<file path="src/rtl/isr_square.sv">
// Purpose     : iterative unsigned squarer (root -> root*root), STEP multiplier bits per cycle.
// Latency     : done rises WIDTH/STEP clock edges after the edge that accepts start.
// Backpressure: none; start is accepted only in IDLE/DONE, ignored while busy (no queueing).
//
// Ports:
//   clock  - system clock, all state on posedge
//   reset  - asynchronous active-low reset
//   start  - request pulse, accepted when not busy
//   root   - WIDTH-bit unsigned operand, latched on an accepted start
//   square - 2*WIDTH-bit result, meaningful only while done=1
//   done   - registered result-valid flag, held until the next accepted start
//   busy   - registered computation-in-progress flag
// Optional (macro ISR_SQUARE_CHECK_EN):
//   target - 2*WIDTH-bit compare value, latched with root
//   match  - registered square == target, valid with done
//   over   - registered square >  target, valid with done
module isr_square #(
  parameter int WIDTH = 32,
  parameter int STEP  = 4
) (
  input  logic                 clock,
  input  logic                 reset,
  input  logic                 start,
  input  logic [WIDTH-1:0]     root,
`ifdef ISR_SQUARE_CHECK_EN
  input  logic [2*WIDTH-1:0]   target,
  output logic                 match,
  output logic                 over,
`endif
  output logic [2*WIDTH-1:0]   square,
  output logic                 done,
  output logic                 busy
);

  localparam int ITER = WIDTH / STEP;
  localparam int CW   = (ITER > 1) ? $clog2(ITER) : 1;
  localparam logic [CW-1:0] LAST = CW'(ITER - 1);

  // A partial final digit would silently drop multiplier bits, so refuse to build.
  generate
    if ((WIDTH % STEP) != 0) begin : g_bad_step
      $error("isr_square: STEP must divide WIDTH evenly");
    end
  endgenerate

  typedef enum logic [1:0] {
    S_IDLE = 2'd0,
    S_BUSY = 2'd1,
    S_DONE = 2'd2
  } state_e;

  state_e               state_q,  state_d;
  logic [WIDTH-1:0]     mcand_q,  mcand_d;
  logic [WIDTH-1:0]     mplier_q, mplier_d;
  logic [2*WIDTH-1:0]   acc_q,    acc_d;
  logic [CW-1:0]        cnt_q,    cnt_d;
  logic [2*WIDTH-1:0]   square_q, square_d;
  logic                 done_q,   done_d;
  logic                 busy_q,   busy_d;
`ifdef ISR_SQUARE_CHECK_EN
  logic [2*WIDTH-1:0]   target_q, target_d;
  logic                 match_q,  match_d;
  logic                 over_q,   over_d;
`endif

  // One radix-2^STEP digit of the multiplier times the multiplicand, placed at
  // the digit's weight. The running sum never exceeds root^2, so no overflow.
  logic [31:0]          shamt;
  logic [2*WIDTH-1:0]   partial;
  logic [2*WIDTH-1:0]   acc_sum;

  assign shamt   = 32'(cnt_q) * 32'(STEP);
  assign partial = ((2*WIDTH)'(mcand_q) * (2*WIDTH)'(mplier_q[STEP-1:0])) << shamt;
  assign acc_sum = acc_q + partial;

  always_comb begin
    state_d  = state_q;
    mcand_d  = mcand_q;
    mplier_d = mplier_q;
    acc_d    = acc_q;
    cnt_d    = cnt_q;
    square_d = square_q;
    done_d   = done_q;
    busy_d   = busy_q;
`ifdef ISR_SQUARE_CHECK_EN
    target_d = target_q;
    match_d  = match_q;
    over_d   = over_q;
`endif
    case (state_q)
      S_IDLE, S_DONE: begin
        if (start) begin
          state_d  = S_BUSY;
          mcand_d  = root;
          mplier_d = root;
          acc_d    = '0;
          cnt_d    = '0;
          done_d   = 1'b0;
          busy_d   = 1'b1;
`ifdef ISR_SQUARE_CHECK_EN
          target_d = target;
          match_d  = 1'b0;
          over_d   = 1'b0;
`endif
        end
      end
      S_BUSY: begin
        acc_d    = acc_sum;
        mplier_d = mplier_q >> STEP;
        cnt_d    = cnt_q + 1'b1;
        if (cnt_q == LAST) begin
          state_d  = S_DONE;
          square_d = acc_sum;
          done_d   = 1'b1;
          busy_d   = 1'b0;
`ifdef ISR_SQUARE_CHECK_EN
          match_d  = (acc_sum == target_q);
          over_d   = (acc_sum >  target_q);
`endif
        end
      end
      default: begin
        state_d = S_IDLE;
        done_d  = 1'b0;
        busy_d  = 1'b0;
      end
    endcase
  end

  always_ff @(posedge clock or negedge reset) begin
    if (!reset) begin
      state_q  <= S_IDLE;
      mcand_q  <= '0;
      mplier_q <= '0;
      acc_q    <= '0;
      cnt_q    <= '0;
      square_q <= '0;
      done_q   <= 1'b0;
      busy_q   <= 1'b0;
`ifdef ISR_SQUARE_CHECK_EN
      target_q <= '0;
      match_q  <= 1'b0;
      over_q   <= 1'b0;
`endif
    end else begin
      state_q  <= state_d;
      mcand_q  <= mcand_d;
      mplier_q <= mplier_d;
      acc_q    <= acc_d;
      cnt_q    <= cnt_d;
      square_q <= square_d;
      done_q   <= done_d;
      busy_q   <= busy_d;
`ifdef ISR_SQUARE_CHECK_EN
      target_q <= target_d;
      match_q  <= match_d;
      over_q   <= over_d;
`endif
    end
  end

  assign square = square_q;
  assign done   = done_q;
  assign busy   = busy_q;
`ifdef ISR_SQUARE_CHECK_EN
  assign match  = match_q;
  assign over   = over_q;
`endif

endmodule

</file>
<file path="config.mk">
export PLATFORM = sky130hd
export DESIGN_NAME = isr_square
export DESIGN_NICKNAME = d
export VERILOG_FILES = /design/src/rtl/isr_square.sv
export SDC_FILE = /design/constraint.sdc
export NUM_CORES = 1
export LEC_CHECK = 0
export CAP_MARGIN = 0
export CORE_MARGIN = 1.5
export CORE_UTILIZATION = 56
export DETAILED_ROUTE_END_ITERATION = 8
export GPL_TIMING_DRIVEN = 0
export PLACE_DENSITY = 0.78
export SKIP_LAST_GASP = 1
export SLEW_MARGIN = 40
export SYNTH_ARGS = -nofsm -noshare
export SYNTH_HDL_FRONTEND = slang
export SYNTH_SLANG_ARGS = --single-unit
export TNS_END_PERCENT = 20
</file>
<file path="constraint.sdc">
create_clock -name clock -period 6.3 [get_ports clock]
set_input_delay 1.26 -clock clock [delete_from_list [all_inputs] [get_ports clock]]
set_output_delay 1.26 -clock clock [all_outputs]
set_load 0.03 [all_outputs]
</file>
==> run metrics <==
status=finished, violations left; failing checks=setup timing; global-route wire length before repair=roughly 80000 um; Synth Flop Type=dfrtp_1; Critical Path RT=around 6.7 ns; area delta synth->final=27.93%; CP max FO=6; # rows=62; Cells after Synth=1823; post-synth cell types=72; maximum capacitance violations=0; HP Class=flip-flop to flip-flop; fin nets=around 2.3k; First DRT Iteration DRCs=1198; Clock Tree Buf Depth=2; CTS root buf=clkbuf_16; Worst setup EP type=flip-flop; Clk Latency, worst-skew pair=approximately 0.49 ns; All-Layer GR Usage=0.3360; ANT nets after route=0; Largest stage delay, worst path=0.52 ns; Fin. Hold Viols=0; RD Place Congestion=around 0.94; slowest CP cell=dfrtp_2; clk_skew=about 0.013 ns; max frequency=~140 MHz; Hold Path Cell Cnt=2; Die ar.=a little over 0.03 mm2; xor/xnor cell area share of the yosys netlist=0.04837; vias in the first global route=roughly 15k; Seq/Total Area, Yosys=0.3012; synth warn=0; vias post-DR=between 10k and 15k; RSZ-0062 raised after global routing=yes; final worst path period need=7.286 ns; setup ws final=-0.9865 ns; Die H=174.4 um; setup TNS=-44.62 ns; Final Slew Violations=0; Cell Area, Placed=0.01834 mm2; initial antenna violation count=1; CP Class=flip-flop to flip-flop; Rel. slew slack=0.4868; Mean Syn Cell Area=approximately 9.0 um2; largest net degree at the start of global routing=around 80; Synth Area in Simple Gates=0.1494; Adder-Cell Fraction of Synth Area=0.1541; largest family of logic cells by synthesized area=compound AO/OA/AOI/OAI gates; Worst setup SP type=flip-flop; DRT Wirelength=between 50000 and 60000 um; final hold slack=0.4818 ns; Synth Cell Area=~0.016 mm2; fraction of synthesized area in multiplexers=0.09339; fillers=around 2.1k; initial core utilization=0.5716; post-synthesis compound-gate area fraction=0.2012; FF+latch count, synth=between 150 and 200; port bufs=100; clock sinks=198; layout cells sized above 1=0.2500; DR pass1 iterations=6; DP HPWL=36320 um; Tcrit/Tclk final=1.157; CTS Buf Count=17; Net Count, Synth=roughly 2.0k; WL/cell=roughly 20 um; H-tree levels=4; CTS tree=yes; Final Setup Violations=between 70 and 80; DR vias/cell=just over 6; Residual DRC=0; Synth async-reset ratio=1.000; Reg clk slew, reported paths=0.08 ns; arrival time at the worst endpoint=~7.7 ns; Post-synth EDFFs=0; Die X=174.4 um; Place WS=-1.834 ns; fin area=0.02105 mm2; # IOs=about 100; core area=0.02878 mm2; slew of the pin with the lowest slew margin=0.7698 ns; total gr overflow=0; Worst Reg2Reg Path Length in Cells=32
-- final cells by class --
class / count / area, um2 / area share
multi-input combinational: 1396 / 12060 / 0.5731
sequential: 198 / 4959 / 0.2356
timing repair buffer: 224 / 2016 / 0.09577
inverter: 139 / 521.8 / 0.02479
tap: 384 / 480.5 / 0.02283
clock buffer: 18 / 429.2 / 0.02039
buffer: 75 / 411.6 / 0.01956
clock inverter: 14 / 165.2 / 0.007847
antenna: 1 / 2.502 / 0.0001189
-- timing repair --
item / in CTS / in global routing
hold buffers: 0 / 0
setup endpoints to repair: 89 / 94
pin swaps: 101 / 78
buffers inserted: 89 / 33
gates cloned: 2 / 0
resized for setup: 187 / 98
-- critical path, delay by kind of cell, from the launching register on --
| family | cells | cell delay, ns |
|---|---|---|
| compound gates | 12 | 2.67 |
| fa+ha+maj | 4 | 1.55 |
| mux | 3 | 0.74 |
| buf+inv | 6 | 0.72 |
| simple gates | 5 | 0.62 |
| flops | 1 | 0.52 |
| xor+xnor | 2 | 0.34 |
-- cell usage after synthesis, types with 36 or more instances --
library cell,n,area [um2]
nand2_1,203,762.0
dfrtp_1,198,4955
inv_1,138,518.0
a21oi_1,108,540.5
mux2_2,108,1216
ha_1,105,1314
nor2_1,103,386.6
and2_1,97,606.8
clkbuf_1,78,292.8
a21o_1,72,540.5
o21ai_0,67,335.3
a22o_1,66,578.1
fa_1,61,1221
xnor2_1,53,464.2
xor2_1,36,315.3
-- per-stage QoR --
stage	utilization	instances
3_5_place_dp	0.6371	2309
5_1_grt	0.7312	2448
3_3_place_gp	0.6348	2307
4_1_cts	0.7091	2420
6_report	0.7313	2449
2_1_floorplan	-	1823
-- registers in the layout, summed over array words and instances (netlist names) --
name / count
mplier_q: 32
busy: 1
mcand_q: 32
acc_q: 64
state_q: 1
square: 64
cnt_q: 3
done: 1
-- path summary, 6_finish.rpt --
check                                   from           end  slack (ns)
max in group asynchronous              reset    square[44]        4.89
min in group asynchronous              reset    mcand_q[0]        0.68
worst max-delay path             mplier_q[2]    square[60]       -0.99
worst min-delay path            mplier_q[12]  mplier_q[12]        0.48
worst max register to register   mplier_q[2]    square[60]       -0.99
worst min register to register  mplier_q[12]  mplier_q[12]        0.48
-- layout by cell type (no fill, tap or decap), drive strengths merged, types with 5 or more instances in the layout --
cell type,synthesis,routed
and2,97,97
clkinv,0,8
inv,139,144
a31oi,9,9
nand2,204,204
a22o,66,66
a21oi,108,108
o21bai,13,13
a22oi,30,30
nor2,103,103
xor2,36,36
mux2i,32,32
nand4,14,14
clkbuf,78,77
mux2,108,108
xnor2,54,54
a21o,72,72
and4,5,5
nand2b,11,11
a211oi,18,18
nand3,21,21
o211ai,16,16
clkdlybuf4s50,0,99
o221ai,7,7
dfrtp,198,198
o21ai,74,74
nor2b,15,15
ha,105,105
a21boi,8,8
and3,15,15
buf,12,141
fa,61,61
nor3,17,17
o21a,13,13
o22ai,10,10
or3,5,5
-- cells by family (layout without fill, tap and decap cells) --
family                   after synthesis  count (layout)
AO/OA/AOI/OAI                        481             481
XOR/XNOR                              90              90
adder cells (fa/ha/maj)              166             166
buffers and inverters                229             470
flip-flops                           198             198
multiplexers                         140             140
other                                  0               1
AND/OR/NAND/NOR                      519             519
-- routing by layer --
metal | up-vias | share of wire | GRT usage
met4 | 0 | 0.029 | 0.1210
met3 | 104 | 0.066 | 0.06584
li1 | 6835 | - | -
met1 | 7416 | 0.44 | 0.4547
met5 | - | 0 | 0
met2 | 509 | 0.46 | 0.5359
Power is not shown: default switching activity piles up to over one toggle a cycle in this logic, so the estimate is an artifact.
==> patch 1, RTL diff (config.mk and constraints unchanged) <==
Reset style: synchronous (`reset`), changed in one clocked block. Comments in the files are not updated.
--- a/src/rtl/isr_square.sv
+++ b/src/rtl/isr_square.sv
@@ -129,3 +129,3 @@
 
-  always_ff @(posedge clock or negedge reset) begin
+  always_ff @(posedge clock) begin
     if (!reset) begin
Function: differs if reset is asserted again (counterexample within 4 cycles, from zero or initial values and one cycle with reset low); with reset held inactive, the same outputs for 4 cycles.
==> patch 1 against the unedited design <==
- the run still ends with setup timing left
- largest cell class unchanged
- wire length is 16% higher
- die area is 3.5% lower
- setup slack better by 170 ps
- synthesized cell count is 16% higher
- synthesized area is 3.6% lower
- highest routed layer is now met5
- design area is 0.26% lower
- clock skew is 0.96 ps lower
- cell count is 12% higher
- sequential cell count stayed put
- first-iteration DRC count is 30% higher
- via count is 13% higher
Power is left out: it rests on default switching activity, and per cell area and clock period it moved more than threefold.
==> patch 1: results (changes against the unedited design) <==
* Seq/Total Area, Yosys at 0.250 (-0.0513)
* Post-synthesis cell type count at 77 (+6.9%)
* DRC violation total after the first TritonRoute iteration at 1,560 (+30%)
* Vias per inst at 6.14 (+1.1%)
* Post-Synth Adder-Cell Area at 0.160 (+0.00572)
* First-pass DRT Iterations at 5 (-1)
* Crit path max fanout at 8 (+2)
* Worst setup path startpoint: mplier_q[3]
* Headroom to the max-slew limit at 0.400 (-0.0867)
* Setup-failing EPs final at 81 (+5.2%)
* Crit path max-delay cell type: mux4_2
* Met3 usage at 0.0835 (+0.0177)
* Final #Nets at 2,548 (+13%)
* Hold Path Origin: square[55]
* Synth Area in Compound Gates at 0.230 (+0.0287)
* Synth async-reset ratio at 0 (-1.00)
* Synth top cells by count: nand2_1, a21oi_1, dfxtp_1
* Syn Nets at 2,310 (+14%)
* Initial antenna violation count at 2 (+1)
* Area post-placement at 0.0176 sq mm (-4.0%)
* Post-detail-place hpwl at 41.0 mm (+13%)
* First-pass GRT wire length at 85.0 mm (+5.3%)
* PnR worst setup slack at -814 ps (+172 ps)
* Wire length per cell at 21.3 um (+4.0%)
* Top FF cell, synth: dfxtp_1
* Grt met1 use at 0.509 (+0.0542)
* Vias in the first global route at 15.6k (+2.2%)
* Reg2Reg Launch Point: mplier_q[3]
* Routing usage on met2 at 0.584 (+0.0479)
* Pre-CTS setup slack at -1670 ps (+160 ps)
* Largest net degree at the start of global routing at 18 (-77%)
* Synth area leaders: dfxtp_1, nand2_1, ha_1
* Global Route Usage Sum at 0.379 (+0.0434)
* Critical path arrival at 7490 ps (-160 ps)
* Status: complete, but fails checks
* Clock skew at 12.1 ps (-0.959 ps)
* Crit path largest cell delay at 560 ps (+40 ps)
* Post-synthesis mux area share at 0.0255 (-0.0679)
* Share of cells above drive strength 1 at 0.205 (-0.0453)
* Failing checks: setup timing
* GP Congestion at 0.980 (+4.6%)
-- patch 1: cell types whose count changed in the layout (fill, tap and decap cells not counted), moves of 50 or more --
| cell | change |
|---|---|
| dfrtp_1 | -195 |
| a21oi_1 | +89 |
| nand2_1 | +176 |
| mux2_2 | -90 |
| dfxtp_1 | +194 |
| a22o_1 | -50 |
-- patch 1: cells by family (layout without fill, tap and decap cells) --
group	count (synthesis)	count (layout)
compound gates	586	586
xor+xnor	91	91
fa+ha+maj	166	166
buf+inv	271	522
flops	198	198
mux	37	37
other cells	0	1
simple gates	760	760
-- patch 1: worst paths after layout --
check	slack, ps	endpoint	cells past startpoint
worst min-delay path	450	square[55]	2
worst max-delay path	-810	acc_q[58]	31
worst min register to register	450	square[55]	2
worst max register to register	-810	acc_q[58]	31
-- patch 1: metal layers --
metal  wire (um)  vias to the layer above
met4        2660                        2
met5          18                        -
li1            -                     7712
met3        4890                      187
met2       26100                      771
met1       24700                     8136
-- patch 1: repair_timing --
item	4_1_cts	5_1_grt
pin swaps	116	96
buffers inserted	80	46
endpoints found under the setup margin	90	92
gates cloned	4	1
gates resized for setup	222	163
-- patch 1: stage by stage --
step	instances	setup TNS [ps]
finish	2739	-31070
global route	2738	-48340
CTS	2695	-18020
detailed placement	2587	-86150
global placement	2586	-79880
floorplan	2109	-89.3
-- patch 1: area by class of cell --
| cell class | count | area (sq um) |
|---|---|---|
| multi-input cells | 1640 | 12700 |
| fillers | 2097 | 6870 |
| flip-flops and latches | 198 | 3980 |
| repair buffers | 231 | 2060 |
| plain buffers | 115 | 666 |
| inverters | 144 | 541 |
| well taps | 378 | 473 |
| clock buffers | 20 | 467 |
| clock inverters | 12 | 143 |
| diodes | 1 | 2.50 |
==> patch 2, RTL diff (config.mk and constraints unchanged) <==
Without the edit above. The parameter `WIDTH` goes from 32 to 16.
--- a/src/rtl/isr_square.sv
+++ b/src/rtl/isr_square.sv
@@ -17,3 +17,3 @@
 module isr_square #(
-  parameter int WIDTH = 32,
+  parameter int WIDTH = 16,
   parameter int STEP  = 4
Interface: changed (resized root and square); port bits go from 101 to 53. No check against the original RTL was run, so the function may have changed too.
==> patch 2 against the unedited design <==
- maximum frequency is 20% higher
- non-clock buffer count is 202 lower
- cell count is 56% lower
- setup slack better by 1200 ps
- design area is 56% lower
- synthesized area is 53% lower
- sequential cell count is 97 lower
- wire length is 63% lower
- worst hold slack better by 3.7 ps
- die area is 52% lower
Power is left out: the tool's default activity adds up to more than one toggle a clock period on the data nets, which glitch-free logic cannot reach.
==> patch 2: results (changes against the unedited design) <==
* Post-detail-place hpwl at 14.2 mm (-61%)
* Headroom to the max-slew limit at 0.481 (-0.00548)
* Hold depth at 2 (unchanged)
* Pre-CTS setup slack at -750 ps (+1080 ps)
* Seq/Total Area, Yosys at 0.326 (+0.0253)
* Post-synthesis cell type count at 62 (-14%)
* IO Port Bufs at 52 (-48%)
* Final #Nets at 993 (-56%)
* Endpoint, Worst Hold: mplier_q[6]
* Wire length per cell at 17.5 um (-14%)
* Fillcell total at 1,039 (-51%)
* GP Congestion at 0.885 (-5.5%)
* Startpoint Class: flop
* Worst hold path class: reg -> reg
* Synth async-reset ratio at 1.00 (unchanged)
* Crit path largest cell delay at 600 ps (+80 ps)
* Global Route Usage Sum at 0.267 (-0.0694)
* Hold Path Origin: mplier_q[6]
* Critical path arrival at 6340 ps (-1310 ps)
* Synth area leaders: dfrtp_1, ha_1, fa_1
* R2R depth at 25 (-22%)
* CTS Buffer Depth at 2 (unchanged)
* First-pass DRT Iterations at 5 (-1)
* Htree depth at 3 (-1)
* Syn Nets at 916 (-55%)
* Share of cells above drive strength 1 at 0.157 (-0.0932)
* Reg2reg end: square[29]
* Vias in the first global route at 6,392 (-58%)
* Clock skew at 14.8 ps (+1.71 ps)
* Synth top cells by count: dfrtp_1, nand2_1, inv_1
* Crit path max fanout at 10 (+4)
* Crit path max-delay cell type: fa_2
* Initial antenna violation count at 0 (-1)
* Worst skew pair latency at 370 ps (-120 ps)
* Largest net degree at the start of global routing at 75 (-5.1%)
* Num CTS Buffers at 9 (-8)
* Setup slack, reg-to-reg at 210 ps (+1190 ps)
* Area post-placement at 0.00852 sq mm (-54%)
* Ratio of final minimum period to clock period at 0.967 (-0.189)
* Root Buffer: clkbuf_16
* Worst-path clk slew at 80 ps (about the same)
* Vias per inst at 5.92 (-2.5%)
* First-pass GRT wire length at 30.8 mm (-62%)
* Total Neg Setup Slack at 0 ps (+44,620 ps)
* Inserted Diodes at 0 (-1)
* DRC violation total after the first TritonRoute iteration at 451 (-62%)
* Status: finished clean
* Top FF cell, synth: dfrtp_1
[patch 2: changes by cell type after synthesis, sizes merged, moves of 43 or more]
cell	before	now
clkbuf	78	30
and2	97	54
ha	105	57
dfrtp	198	101
nor2	103	39
inv	139	67
a21oi	108	50
a21o	72	13
mux2	108	46
nand2	204	81
[patch 2: timing repair]
item,in CTS,in global routing
pin swaps,4,26
buffers inserted,3,12
hold endpoints to repair,0,0
setup endpoints to repair,28,23
gates resized for setup,24,40
cloned,0,0
[patch 2: cells by family (layout without fill, tap and decap cells)]
kind of cell | after synthesis | after routing | share of synthesized area
compound gates | 203 | 203 | 0.186
xor+xnor | 44 | 44 | 0.0498
fa+ha+maj | 86 | 86 | 0.167
buf+inv | 98 | 180 | 0.0475
flops | 101 | 101 | 0.326
mux | 59 | 59 | 0.0837
simple gates | 220 | 220 | 0.139
[patch 2: routing by layer]
metal  track usage  up-vias  share of wire
met5             0        -              0
met4        0.0956        0          0.025
met3        0.0547       34          0.054
met2         0.431      172           0.48
met1         0.357     3151           0.44
li1              -     2971              -
[patch 2: layout make-up]
class                           count  area share
Timing Repair Buffer               68      0.0722
Multi-Input combinational cell    612       0.554
Inverter                           67      0.0273
Buffer                             29      0.0138
Clock buffer                        9      0.0244
Sequential cell                   101       0.275
Clock inverter                      7     0.00991
Tap cell                          176      0.0239
[patch 2: critical path: cells and delay by family (launching register included)]
family / cells / cell delay (ps)
buffers and inverters: 2 / 220
XOR/XNOR: 2 / 340
AO/OA/AOI/OAI: 10 / 2070
AND/OR/NAND/NOR: 5 / 800
adder cells (fa/ha/maj): 4 / 1750
multiplexers: 2 / 370
flip-flops: 1 / 430
[patch 2: worst max path at each step]
stage	to	cells after the start
after floorplan	square[29]	25
after global placement	square[31]	25
after detailed placement	square[29]	25
after CTS	square[29]	25
after global routing	square[29]	24
final	square[29]	25
[patch 2: metrics by stage]
step	cells	hold slack [ps]	util
floorplan	811	447	-
global placement	1039	461	0.636
detailed placement	1040	464	0.638
CTS	1058	484	0.671
global route	1069	512	0.690
finish	1069	485	0.690
